--- config.mk ---
export PLATFORM = sky130hd
export DESIGN_NAME = bcd2bin_seq
export DESIGN_NICKNAME = d
export VERILOG_FILES = /design/src/rtl/bcd2bin_seq.sv
export SDC_FILE = /design/constraint.sdc
export NUM_CORES = 1
export LEC_CHECK = 0
export CAP_MARGIN = 25
export CORE_UTILIZATION = 48
export CTS_BUF_LIST = sky130_fd_sc_hd__clkbuf_4 sky130_fd_sc_hd__clkbuf_8 sky130_fd_sc_hd__clkbuf_16
export CTS_CLUSTER_SIZE = 30
export DETAILED_ROUTE_END_ITERATION = 8
export HOLD_SLACK_MARGIN = 0.06
export PLACE_DENSITY = 0.74
export SYNTH_ARGS = -nofsm -noshare
export SYNTH_HDL_FRONTEND = slang
export SYNTH_SLANG_ARGS = --single-unit
--- constraint.sdc ---
create_clock -name clk -period 1.6 [get_ports clk]
set_input_delay 0.32 -clock clk [delete_from_list [all_inputs] [get_ports clk]]
set_output_delay 0.32 -clock clk [all_outputs]
set_load 0.1 [all_outputs]
--- src/rtl/bcd2bin_seq.sv ---
// Sequential BCD-to-binary converter: reverse double-dabble, one result bit per clock,
// with start/busy/done handshake and non-decimal digit detection.
module bcd2bin_seq #(
    parameter int unsigned NDIG = 2,
    parameter int unsigned BW   = 8
) (
    input  logic                clk,
    input  logic                rst_n,
    input  logic                start,
    input  logic [4*NDIG-1:0]   bcd_in,
    output logic                busy,
    output logic                done,
    output logic                err,
    output logic [BW-1:0]       bin_out
);

    localparam int unsigned DW = 4 * NDIG;
    localparam int unsigned CW = $clog2(BW + 1);
    localparam longint unsigned MAX_DEC = 64'(10 ** NDIG) - 64'd1;
    localparam longint unsigned BIN_LIM = 64'd1 << BW;

    // Largest decimal operand must fit in the binary result.
    if (MAX_DEC >= BIN_LIM) begin : g_bad_params
        $error("bcd2bin_seq: BW too small for NDIG digits");
    end

    // S_DONE is the edge that publishes the result; S_HOLD is the cycle done is visible.
    typedef enum logic [1:0] {
        S_IDLE,
        S_SHIFT,
        S_DONE,
        S_HOLD
    } state_t;

    state_t          r_state, w_state_nxt;
    logic [DW-1:0]   r_d, w_d_nxt;
    logic [BW-1:0]   r_b, w_b_nxt;
    logic [CW-1:0]   r_cnt, w_cnt_nxt;
    logic            r_err_pend, w_err_pend_nxt;
    logic            r_busy, w_busy_nxt;
    logic            r_done, w_done_nxt;
    logic            r_err, w_err_nxt;
    logic [BW-1:0]   r_bin, w_bin_nxt;

    logic [DW+BW-1:0] w_cat;
    logic [DW-1:0]    w_sd;
    logic             w_bad;

    // One shift-right step followed by -3 on every digit that is now >= 8.
    always_comb begin
        w_cat = {r_d, r_b} >> 1;
        w_sd  = w_cat[DW+BW-1:BW];
        for (int i = 0; i < int'(NDIG); i++) begin
            if (w_sd[4*i+3]) begin
                w_sd[4*i +: 4] = w_sd[4*i +: 4] - 4'd3;
            end
        end
    end

    always_comb begin
        w_bad = 1'b0;
        for (int i = 0; i < int'(NDIG); i++) begin
            if (bcd_in[4*i +: 4] > 4'd9) begin
                w_bad = 1'b1;
            end
        end
    end

    always_comb begin
        w_state_nxt    = r_state;
        w_d_nxt        = r_d;
        w_b_nxt        = r_b;
        w_cnt_nxt      = r_cnt;
        w_err_pend_nxt = r_err_pend;
        w_busy_nxt     = r_busy;
        w_done_nxt     = 1'b0;
        w_err_nxt      = r_err;
        w_bin_nxt      = r_bin;
        case (r_state)
            S_IDLE: begin
                if (start) begin
                    w_d_nxt        = bcd_in;
                    w_b_nxt        = '0;
                    w_cnt_nxt      = CW'(BW);
                    w_busy_nxt     = 1'b1;
                    w_err_pend_nxt = w_bad;
                    w_state_nxt    = w_bad ? S_DONE : S_SHIFT;
                end
            end
            S_SHIFT: begin
                w_d_nxt   = w_sd;
                w_b_nxt   = w_cat[BW-1:0];
                w_cnt_nxt = r_cnt - CW'(1);
                if (r_cnt == CW'(1)) begin
                    w_state_nxt = S_DONE;
                end
            end
            S_DONE: begin
                w_done_nxt  = 1'b1;
                w_busy_nxt  = 1'b0;
                w_err_nxt   = r_err_pend;
                w_bin_nxt   = r_err_pend ? '0 : r_b;
                w_state_nxt = S_HOLD;
            end
            S_HOLD: begin
                w_state_nxt = S_IDLE;
            end
            default: begin
                w_state_nxt = S_IDLE;
            end
        endcase
    end

    always_ff @(posedge clk) begin
        if (!rst_n) begin
            r_state    <= S_IDLE;
            r_d        <= '0;
            r_b        <= '0;
            r_cnt      <= '0;
            r_err_pend <= 1'b0;
            r_busy     <= 1'b0;
            r_done     <= 1'b0;
            r_err      <= 1'b0;
            r_bin      <= '0;
        end else begin
            r_state    <= w_state_nxt;
            r_d        <= w_d_nxt;
            r_b        <= w_b_nxt;
            r_cnt      <= w_cnt_nxt;
            r_err_pend <= w_err_pend_nxt;
            r_busy     <= w_busy_nxt;
            r_done     <= w_done_nxt;
            r_err      <= w_err_nxt;
            r_bin      <= w_bin_nxt;
        end
    end

    assign busy    = r_busy;
    assign done    = r_done;
    assign err     = r_err;
    assign bin_out = r_bin;

endmodule

-- Word-level counts from Yosys, hierarchy flattened
Index checks and enable logic that the tools add are counted.
- reduce and logical (&&, ||, !) cells: 7
- multiplexer cells: 17
- add/sub/neg operators: 2
- equal/unequal tests: 6
- order comparisons: 2
- operator list (cell ; number):
    case mux 8 bit (2 select lines) ; 2
    2-to-1 mux 8 bit ; 3
    > comparator 4 bit, second input constant ; 2
    2-to-1 mux 4 bit ; 2
    case mux 2 bit (4 select lines) ; 1
    case mux 4 bit (2 select lines) ; 1
    AND reduction 2 bit ; 4
    2-to-1 mux 2 bit ; 3
    equality test 2 bit, second input constant ; 2
    equality test 4 x 1 -> 1 bit, second input constant ; 1
    2-to-1 mux 1 bit ; 4
    inequality test 2 bit, second input constant ; 2
    nonzero test 2 bit ; 2
    subtractor 4 x 1 -> 4 bit, second input constant ; 1
    subtractor 4 x 2 -> 4 bit, second input constant ; 1
    equality test 2 x 1 -> 1 bit, second input constant ; 1
    logical NOT 2 bit ; 1
    case mux 1 bit (2 select lines) ; 1
- logic and storage cells: 43
- output and inout bits: 11
- input port bits: 11
- flip-flop bits (word level): 34

-- Longest topological paths before layout
- depth in word-level cells: 6
- gate-level depth with buffers: 8
- gate-level depth less buffers: 6

-- Worst setup path before layout
Ideal clock, no wire load.
- path kind: reg2reg
- start: register r_state[0]
- end: register r_d[2]
- data arrival time: 1.447 ns
- setup time: 0.116 ns
- slack: 0.037 ns
- cell stages (with the launch flop): 7
- path buffers: 1
- required time: 1.484 ns
- period minus slack after synthesis: 1.563 ns
- path through: dfxtp_1 > inv_1 > ha_1 > mux2i_2 > buf_6 > a211oi_1 > a31o_2
- longest elaborated chain between the ends: 3
- elaborated cells on any way between the ends: 6
- those cells by class: eq/ne (2); mux (1); reduce/logical (3)
- ends and longest elaborated chain (element ; RTL line ; source):
    start, declared ; 35 ; state_t r_state, w_state_nxt;
    start signal, assigned ; 126 ; r_state <= w_state_nxt;
    equality test 2 x 1 -> 1 bit or logical NOT 2 bit (tied branches) ; 79 ; case (r_state)
    nonzero test 2 bit (no line) or inequality test 2 bit (tied branches) ; n/a ;
    AND reduction 2 bit (no line) ; n/a ;
    end signal, assigned ; 127 ; r_d <= w_d_nxt;
    end, declared ; 36 ; logic [DW-1:0] r_d, w_d_nxt;
Parallel ways exist; a longest one is shown, timed or not.
A chain may end at the register's enable or synchronous reset.

-- Worst setup path in the final report
- start: register r_state[1]
- end: register r_d[2]
Same word-level chain as after synthesis.

==> results.md <==
- Setup crit end kind: flip-flop
- Count of flip-flops with a built-in enable after synthesis: 0
- Number of maximum-capacitance violations: 0
- Residual overflow from global routing: 0
- Total Routed Length: 3.168 mm
- Wire length of the first global-routing pass: 5.478 mm
- Count of synthesis-stage warnings from yosys: 0
- Area of the multi-input gates: 838.3 um2
- Average wire length per cell after detail routing: 12.38 um
- Synthesized Nets: 200
- Initial antenna violation count: 0
- Peak ir drop on the vdd network: 1.180 mV
- CTS tree: built
- Run status: completed
- Async set or reset register ratio after synthesis: 0%
- Setup violation total in the final timing report: 0
- 1st-iter DRT viols: 40
- Die X-Extent: 59.63 um
- Maximum root-to-sink buffer count: 2
- H-tree Lvls: 2
- Biggest area consumer among synthesized cells: sky130_fd_sc_hd__dfxtp_1
- Average cell area after synthesis: 8.758 um2
- Type of the setup path with the least slack: flip-flop to flip-flop
- Largest cells by area after synthesis: sky130_fd_sc_hd__dfxtp_1, sky130_fd_sc_hd__ha_1, sky130_fd_sc_hd__nand2_1
- Starting density of the core: 51.37%
- Worst Min Path Start: r_d[7]
- Net count, final: 229
- Maximum fanout encountered on the critical timing path: 7
- RSZ-0062 raised after global routing: no
- Detailed Routing Iterations Pass 1: 4
- Clk_lat worst skew: 0.34 ns
- Core outline area: 3103 um2
- Combined global-route utilization of all metal layers: 21.07%
- Mean number of vias per cell: 5.176
- Final weighted congestion of routability-driven global placement: 0.7935
- Tcrit/Tclk final: 94.06%
- Main flop type after synthesis: sky130_fd_sc_hd__dfxtp_1
- Worst r2r src: r_state[1]
- Worst hold-check path type: flip-flop to flip-flop
- Data arrival at the endpoint of the critical path: 1.75 ns
- Kind of start point of the critical path: flip-flop
- Die area: 3555 um2
- Seq/Total Area, Yosys: 42.70%
- Leakage power total: 0.0008000 uW
- Num Clock Sinks: 34
- Top achievable clock speed: 664.4 MHz
- Crit path required time: 1.85 ns
- FF/Latch Area: 683.2 um2
- Filler cell count: 278
- Total CTS buffers: 5
- Number of max-slew violations in the final report: 0
- Clock-pin slew reported for the worst setup and hold paths after clock tree synthesis: 0.11 ns
- End point of the most critical hold path: r_d[7]
- Antenna diode count: 0
- Max-slew headroom: 76.19%
- Number of core rows: 20
- Final routed DRC violation total: 0
- Worst Max-Slew Pin Slew: 0.3566 ns
- Number of distinct library cells after synthesis: 34
- Total I/O pin count: 22
- Total setup buffers inserted after CTS: 0
- # port buffers: 21
- Fraction of layout instances using a drive strength above 1: 19.81%
- Areal power density over the cells: 1630 nW/um2
- Yosys reg bits: 34
- Via count: 1,325
- Buffer type at the clock tree root: sky130_fd_sc_hd__clkbuf_4
- Number of stages on the worst hold path: 2
- Worst clock skew: 0.01103 ns
- Number of cells produced by synthesis: 182
- Dominant cell by count in the synthesized netlist: sky130_fd_sc_hd__dfxtp_1
- Setup TNS Final: 0 ns
- Number of routed nets with antenna violations: 0
- Worst R2R End: r_d[2]
- Post-synth top cells: sky130_fd_sc_hd__dfxtp_1, sky130_fd_sc_hd__nand2_1, sky130_fd_sc_hd__o21ai_0
- Die height: 59.63 um
- Minimum clock period after layout: 1.505 ns
- Final hold violation count: 0
- Utilization after layout: 68.39%
- Number of global-route vias before repair: 1,378
- Worst r2r path cells: 6
- Hold bufs inserted after CTS: 0
- Final worst hold slack: 0.4766 ns
- Maximum number of pins on one net before global-route repair: 21
- HPWL after DPL: 2.346 mm
- Area growth from synthesis to layout: 33.12%
- Post-synthesis instance area: 1594 um2
- Slack of the worst reg-to-reg path: 0.09 ns
- Yosys top cell area share: 42.70%
-- metrics by stage --
step           total power [uW]  setup slack [ns]  instances  cell area (um2)
5_1_grt                    3687          0.008061        256             2122
6_report                   3458           0.09499        256             2122
4_1_cts                    3379           0.02702        256             2093
3_5_place_dp               2748           -0.1784        248             2013
2_1_floorplan              2246           0.03720        182             1594
3_3_place_gp               2664          -0.09775        248             2013
-- sequential cells by signal, indices dropped and copies added (netlist names) --
| signal | flops |
|---|---|
| bin_out | 8 |
| r_b | 8 |
| r_d | 8 |
| r_cnt | 4 |
| r_state | 2 |
| busy | 1 |
| done | 1 |
| err | 1 |
| r_err_pend | 1 |
-- worst max-delay path: stages, from the launching register on --
cell and delay, ns:
sky130_fd_sc_hd__dfxtp_2 0.35, sky130_fd_sc_hd__inv_1 0.13, sky130_fd_sc_hd__ha_2 0.28, sky130_fd_sc_hd__mux2i_2 0.10, sky130_fd_sc_hd__buf_4 0.16, sky130_fd_sc_hd__buf_4 0.15
sky130_fd_sc_hd__a31o_2 0.24
-- kinds of logic after synthesis --
family | Yosys count | synth area share (%)
AO/OA/AOI/OAI | 47 | 19.15
XOR/XNOR | 2 | 1.099
adder cells (fa/ha/maj) | 7 | 5.494
buffers and inverters | 22 | 6.280
flip-flops | 34 | 42.70
multiplexers | 6 | 4.003
AND/OR/NAND/NOR | 64 | 21.27
-- placed cells by master (no fill, tap or decap), drive strengths merged, types with 2 or more instances in the layout --
| cell type | n |
|---|---|
| clkbuf | 5 |
| a22oi | 8 |
| nand3 | 4 |
| xnor2 | 2 |
| buf | 23 |
| ha | 7 |
| dfxtp | 34 |
| nor2 | 5 |
| clkinv | 2 |
| nor2b | 12 |
| o211a | 3 |
| nand2 | 22 |
| inv | 11 |
| o22ai | 8 |
| a21oi | 6 |
| o21ai | 14 |
| nand2b | 3 |
| nor3 | 2 |
| mux2i | 6 |
| clkdlybuf4s50 | 10 |
| and2 | 12 |
| a21boi | 3 |
-- final cells by class --
| type | instances | area share (%) |
|---|---|---|
| clock inverter | 3 | 1.887 |
| inverter | 11 | 1.946 |
| tap | 44 | 2.594 |
| sequential | 34 | 32.19 |
| timing repair buffer | 33 | 20.11 |
| clock buffer | 5 | 1.769 |
| multi-input combinational | 126 | 39.50 |
-- power breakdown --
group	switching [uW]	internal (uW)	leakage [uW]
combinational	886	752	0.000477
clock	299	324	0.0000450
sequential	167	1030	0.000278
-- how the worst max path moves through the flow --
stage / slack [ns] / to / cells after the start / startpoint
2_1_floorplan: 0.04 / r_d[2] / 6 / r_state[0]
3_3_place_gp: -0.1 / r_b[0] / 6 / start
3_5_place_dp: -0.18 / r_d[0] / 6 / start
4_1_cts: 0.03 / r_d[0] / 7 / r_state[1]
5_1_grt: 0.008 / r_state[1] / 6 / r_cnt[1]
6_report: 0.09 / r_d[2] / 6 / r_state[1]
-- metal layers --
layer	share of wire [%]	GRT usage (%)	up-vias
met1	43	21.27	608
met2	50	38.20	27
li1	-	-	680
met5	0	0	-
met4	2.4	11.96	0
met3	4.0	6.332	10
-- repair_timing --
item | 4_1_cts | 5_1_grt
resized for setup | 1 | 10
endpoints found under the setup margin | 7 | 14
cloned | 0 | 0
pin swaps | 0 | 1
hold endpoints to repair | 0 | 0
No activity file was read; power rests on OpenSTA's default activity.
